## config.mk

```make
export PLATFORM = sky130hd
export DESIGN_NAME = seq_detect_param
export DESIGN_NICKNAME = d
export VERILOG_FILES = /design/src/rtl/seq_detect_param.sv
export SDC_FILE = /design/constraint.sdc
export NUM_CORES = 1
export LEC_CHECK = 0
export CORE_MARGIN = 4
export CORE_UTILIZATION = 35
export DETAILED_ROUTE_END_ITERATION = 12
export SYNTH_ARGS = -nofsm -noshare
export SYNTH_HDL_FRONTEND = slang
export SYNTH_SLANG_ARGS = --single-unit
```

## constraint.sdc

```tcl
create_clock -name clk -period 2.9 [get_ports clk]
set_input_delay 0.435 -clock clk [delete_from_list [all_inputs] [get_ports clk]]
set_output_delay 0.435 -clock clk [all_outputs]
set_load 0.01 [all_outputs]
```

## src/rtl/seq_detect_param.sv

```systemverilog
// ---------------------------------------------------------------------------
// seq_detect_param
//
// Serial bit-pattern detector for a single-bit input stream. The pattern is
// PAT_W bits long and can be reprogrammed at runtime. Matches can overlap or
// be non-overlapping. The block produces:
//   - a Mealy match strobe,
//   - a registered copy of that strobe,
//   - a saturating match counter.
// Input bits are qualified by x_valid.
//
// Optional feature macro:
//   SEQDET_MASK_EN - adds the cfg_mask port and a mask register. A mask bit
//                    of 1 makes the matching pattern bit a don't-care.
//                    When the macro is undefined, matching is exact equality.
//
// Parameters:
//   PAT_W   pattern length in bits (2..16)
//   CNT_W   match counter width (1..32)
//   RST_PAT pattern loaded by reset
//   RST_OVL overlap mode loaded by reset
//
// Ports:
//   clk          in   rising-edge clock
//   aresetn      in   asynchronous active-low reset
//   x_valid      in   x carries a new stream bit this cycle
//   x            in   stream bit
//   cfg_load     in   capture cfg_pattern/cfg_overlap (and cfg_mask) this edge
//   cfg_pattern  in   new pattern; bit PAT_W-1 is received first, bit 0 last
//   cfg_overlap  in   1 = overlapping matches, 0 = non-overlapping
//   cfg_mask     in   per-bit don't-care, 1 = ignore (SEQDET_MASK_EN only)
//   z            out  combinational match strobe, same cycle as the last bit
//   z_q          out  z registered one cycle
//   match_cnt    out  saturating count of matches since reset or last load
//   armed        out  history is full and the detector is comparing
// ---------------------------------------------------------------------------
module seq_detect_param #(
    parameter int               PAT_W   = 3,
    parameter int               CNT_W   = 8,
    parameter logic [PAT_W-1:0] RST_PAT = 3'b101,
    parameter logic             RST_OVL = 1'b1
) (
    input  logic             clk,
    input  logic             aresetn,
    input  logic             x_valid,
    input  logic             x,
    input  logic             cfg_load,
    input  logic [PAT_W-1:0] cfg_pattern,
    input  logic             cfg_overlap,
`ifdef SEQDET_MASK_EN
    input  logic [PAT_W-1:0] cfg_mask,
`endif
    output logic             z,
    output logic             z_q,
    output logic [CNT_W-1:0] match_cnt,
    output logic             armed
);

    // The fill counter only has to reach PAT_W-1.
    localparam int FILL_W = (PAT_W > 2) ? $clog2(PAT_W) : 1;
    localparam logic [FILL_W-1:0] FILL_LAST = FILL_W'(PAT_W - 2);

    typedef enum logic {
        ST_FILL   = 1'b0,
        ST_DETECT = 1'b1
    } state_e;

    state_e             state_q, state_d;
    logic [PAT_W-1:0]   pat_q, pat_d;
    logic               ovl_q, ovl_d;
    logic [PAT_W-2:0]   hist_q, hist_d;
    logic [FILL_W-1:0]  fill_q, fill_d;
    logic [CNT_W-1:0]   cnt_q, cnt_d;
    logic               z_q_q, z_q_d;
    logic               armed_q, armed_d;
`ifdef SEQDET_MASK_EN
    logic [PAT_W-1:0]   mask_q, mask_d;
`endif

    logic [PAT_W-1:0]   cand;
    logic               hit;
    logic               accept;

    // The counter holds at all-ones instead of wrapping.
    function automatic logic [CNT_W-1:0] sat_inc(input logic [CNT_W-1:0] v);
        if (v == {CNT_W{1'b1}}) begin
            return v;
        end
        return v + CNT_W'(1);
    endfunction

    // A load cycle takes priority over the stream, so its bit is dropped.
    assign accept = x_valid & ~cfg_load;

    // The newest bit sits at bit 0. This lines up with the pattern, whose
    // bit 0 is received last.
    assign cand = {hist_q, x};

`ifdef SEQDET_MASK_EN
    assign hit = (((cand ^ pat_q) & ~mask_q) == '0);
`else
    assign hit = (cand == pat_q);
`endif

    assign z = accept & (state_q == ST_DETECT) & hit;

    always_comb begin
        state_d = state_q;
        pat_d   = pat_q;
        ovl_d   = ovl_q;
        hist_d  = hist_q;
        fill_d  = fill_q;
        cnt_d   = cnt_q;
        z_q_d   = z;
`ifdef SEQDET_MASK_EN
        mask_d  = mask_q;
`endif

        if (cfg_load) begin
            pat_d   = cfg_pattern;
            ovl_d   = cfg_overlap;
`ifdef SEQDET_MASK_EN
            mask_d  = cfg_mask;
`endif
            hist_d  = '0;
            fill_d  = '0;
            cnt_d   = '0;
            state_d = ST_FILL;
        end else if (x_valid) begin
            case (state_q)
                ST_FILL: begin
                    hist_d = cand[PAT_W-2:0];
                    fill_d = fill_q + FILL_W'(1);
                    if (fill_q == FILL_LAST) begin
                        state_d = ST_DETECT;
                    end
                end
                default: begin
                    if (z && !ovl_q) begin
                        // Non-overlapping: the next match must be built
                        // from PAT_W fresh bits.
                        hist_d  = '0;
                        fill_d  = '0;
                        state_d = ST_FILL;
                    end else begin
                        hist_d = cand[PAT_W-2:0];
                    end
                end
            endcase
            if (z) begin
                cnt_d = sat_inc(cnt_q);
            end
        end

        armed_d = (state_d == ST_DETECT);
    end

    always_ff @(posedge clk or negedge aresetn) begin
        if (!aresetn) begin
            state_q <= ST_FILL;
            pat_q   <= RST_PAT;
            ovl_q   <= RST_OVL;
            hist_q  <= '0;
            fill_q  <= '0;
            cnt_q   <= '0;
            z_q_q   <= 1'b0;
            armed_q <= 1'b0;
`ifdef SEQDET_MASK_EN
            mask_q  <= '0;
`endif
        end else begin
            state_q <= state_d;
            pat_q   <= pat_d;
            ovl_q   <= ovl_d;
            hist_q  <= hist_d;
            fill_q  <= fill_d;
            cnt_q   <= cnt_d;
            z_q_q   <= z_q_d;
            armed_q <= armed_d;
`ifdef SEQDET_MASK_EN
            mask_q  <= mask_d;
`endif
        end
    end

    assign z_q       = z_q_q;
    assign match_cnt = cnt_q;
    assign armed     = armed_q;

endmodule
```

==> results by group <==
Route
  • ANT nets after route: 0
  • WL met2: 955 µm
  • TritonRoute pass-1 iters: 4
  • 1st-iter DRT viols: 15
  • Wl on met1: about 900 µm
  • Total number of vias: approximately 720
  • Top sig layer: met4
  • DRC: 0
  • Vias/cell: 5.28
  • Met3 wire length: 47 µm
  • Drt total wl: 1.93 mm
  • WL/cell: between 10 and 15 µm

Worst setup path
  • Startpoint types: input pin
  • Worst Path Max Fanout: 5
  • Critical path type: in2out
  • CP cell instances: clkdlybuf4s50_1 > and3b_2 > nand4_4 > inv_1 > clkdlybuf4s50_1
  • Reg2reg path depth: 5
  • Crit path required time: around 2.5 ns
  • CP delay by family, top: buffers and inverters
  • Most frequent CP cell: clkdlybuf4s50_1
  • Bufs and invs on worst path: 3
  • CP endpoint kind: primary output
  • CP arrival: ~2 ns
  • CP max stage delay: 0.57 ns
  • Critical Path Stages: 5
  • Slowest cell on the critical path: clkdlybuf4s50_1

Timing
  • Final setup fails: 0
  • Final min period: 2.44 ns
  • Slew HR: 47.1%
  • Fmax: a little over 400 MHz
  • Worst slew pin tran: 0.791 ns
  • Clk_skew: 0.000970 ns
  • Slew Limit Fails: 0
  • Final Cycle Share: 84.0%
  • Final hold violation count: 0
  • Setup_tns: 0 ns
  • RSZ-0062 raised after global routing: no

Power and ir drop
  • Pwr dens: 414 mW/mm²
  • Pleak: roughly 0.00046 µW
  • Worst vdd ir: about 0.23 mV

Layout
  • Ant diodes: 0
  • Most frequent cells in the layout: clkdlybuf4s50_1, dfrtp_1, a21oi_1, o21ai_0, nor2_1
  • Layout Area Growth over Synthesis: 27.6%
  • Share of cells above drive strength 1: 15.0%
  • Multi-input logic area: 420 µm²
  • Layout Nets: about 120
  • Filler cells: 237
  • Commonest non-fill, non-tap cell in the layout: clkdlybuf4s50_1
  • Util after Layout: 47.2%
  • Register area: 454 µm²

Clocking
  • TritonCTS clock tree: yes
  • Clk root buf: clkbuf_4
  • CTS resizes: 0
  • Clk buf depth: 2
  • Total setup buffers inserted after CTS: 0
  • Later-pin clock latency in the skew report: 0.29 ns
  • Clock slew seen by the registers of the worst setup and hold paths: 0.11 ns
  • Total CTS buffers: 3
  • H-tree Lvls: 1
  • CTS Hold Bufs: 0
  • Sink Count: 18

Outcome
  • Status: complete, no violations

Logic synthesis
  • Mux share of post-synthesis cell area: under 10%
  • Simple-gate share of the synthesized area: 15.4%
  • Compound-cell area share of the yosys netlist: between 15 and 20%
  • Post-Syn Nets: 96
  • Mapped Area: 916 µm²
  • Largest family of logic cells by synthesized area: compound AO/OA/AOI/OAI gates
  • Yosys top cell by area: dfrtp_1
  • EDFF count, synth: 0
  • Predominant post-synthesis flop cell: dfrtp_1
  • #FFs+latches synth: 18
  • Synth top area share: 41.0%
  • Count of cell types in the netlist: 30
  • Synth Instances: between 80 and 90
  • XOR/XNOR share of the synthesized area: 2.87%
  • Post-synth ARST share: 100%
  • Synth Area in Adders: 2.73%
  • Top cells by area, synth: dfrtp_1, dfstp_2, a21oi_1
  • Yosys warns: 0
  • Sequential area share after synthesis: 49.6%
  • Syn_area_per_cell: 10.8 µm²

Floorplanning
  • Die area: 0.00350 mm²
  • Core Area: roughly 0.0025 mm²
  • DIE HEIGHT: 59.2 µm
  • Die X: between 50 and 60 µm
  • Initial Util: 37.0%
  • I/O pins: 20
  • Std-Cell Rows: 18

Global routing
  • Gr usage total: 11.8%
  • Vias in the first global route: 702
  • First-pass GRT wire length: ~3.2 mm
  • Total gr overflow: 0
  • Pin count of the biggest net entering global routing: 19
  • Initial antenna violation count: 0

Hold path
  • HP Class: reg2reg
  • Hold Crit Depth: 1

Place
  • DP Wirelength: 1.38 mm
  • Routability cong.: 0.739
  • I/O Buffers: 19

Job
  • Reported max-cap violation count: 0
-- layer usage --
metal	global-route usage (%)	up-vias
li1	-	365
met1	15.7	346
met2	19.2	10
met3	2.18	2
met4	4.21	0
met5	0	-
-- layout make-up --
class,instances,area share (%)
Tap cell,30,3.21
Timing Repair Buffer,21,17.6
Sequential cell,18,38.9
Clock buffer,4,3.10
Inverter,4,1.28
Multi-Input combinational cell,60,36.0
-- synth_stat cells (3+ instances only) --
| library cell | n |
|---|---|
| dfstp_2 | 3 |
| nor2_1 | 5 |
| inv_1 | 4 |
| mux2_2 | 4 |
| o21ai_0 | 8 |
| xnor2_1 | 3 |
| a21oi_1 | 10 |
| dfrtp_1 | 15 |
| or3_1 | 4 |
-- cells by family after synthesis --
logic type                 Yosys count
AOI/OAI and AO/OA                   28
and+or+nand+nor                     23
DFF                                 18
buffers and inverters                7
muxes                                4
xor gates and xnor gates             3
adders and majority gates            2
-- final timing paths --
kind	from	endpoint	slack, ns
max	x_valid	z	0.46
min	hist_q[1]	hist_q[1]	0.53
max reg2reg	pat_q[0]	match_cnt[4]	1.24
min reg2reg	hist_q[1]	hist_q[1]	0.53
max in group asynchronous	aresetn	hist_q[0]	1.82
min in group asynchronous	aresetn	armed	0.60
-- through the flow --
stage | power, µW | cells | cell area, µm² | worst slack, ns | hold WS [ns]
floorplan | 309 | 85 | 916 | 1.34 | 0.139
global placement | 333 | 133 | 1130 | 0.471 | 0.512
detailed placement | 334 | 133 | 1130 | 0.455 | 0.510
CTS | 490 | 137 | 1170 | 0.444 | 0.536
global route | 509 | 137 | 1170 | 0.374 | 0.567
finish | 484 | 137 | 1170 | 0.463 | 0.530
-- registers in the layout, indices dropped and copies added, names as in the netlist --
signal,cells
armed,1
fill_q,2
hist_q,2
match_cnt,8
ovl_q,1
pat_q,3
z_q,1
-- power by group --
part,switching (µW),internal (µW),total (µW)
registers,9.44,264,274
logic,26.0,28.7,54.7
clock network,78.8,76.4,155
-- worst reg2reg max path: cells and delay by family (launching register included) --
family          cells  cell delay [ns]
xor+xnor            1             0.17
compound gates      2             0.49
flops               1             0.55
buf+inv             1             0.20
simple gates        1             0.12
Note: power is estimated with default switching activity, not from simulation.
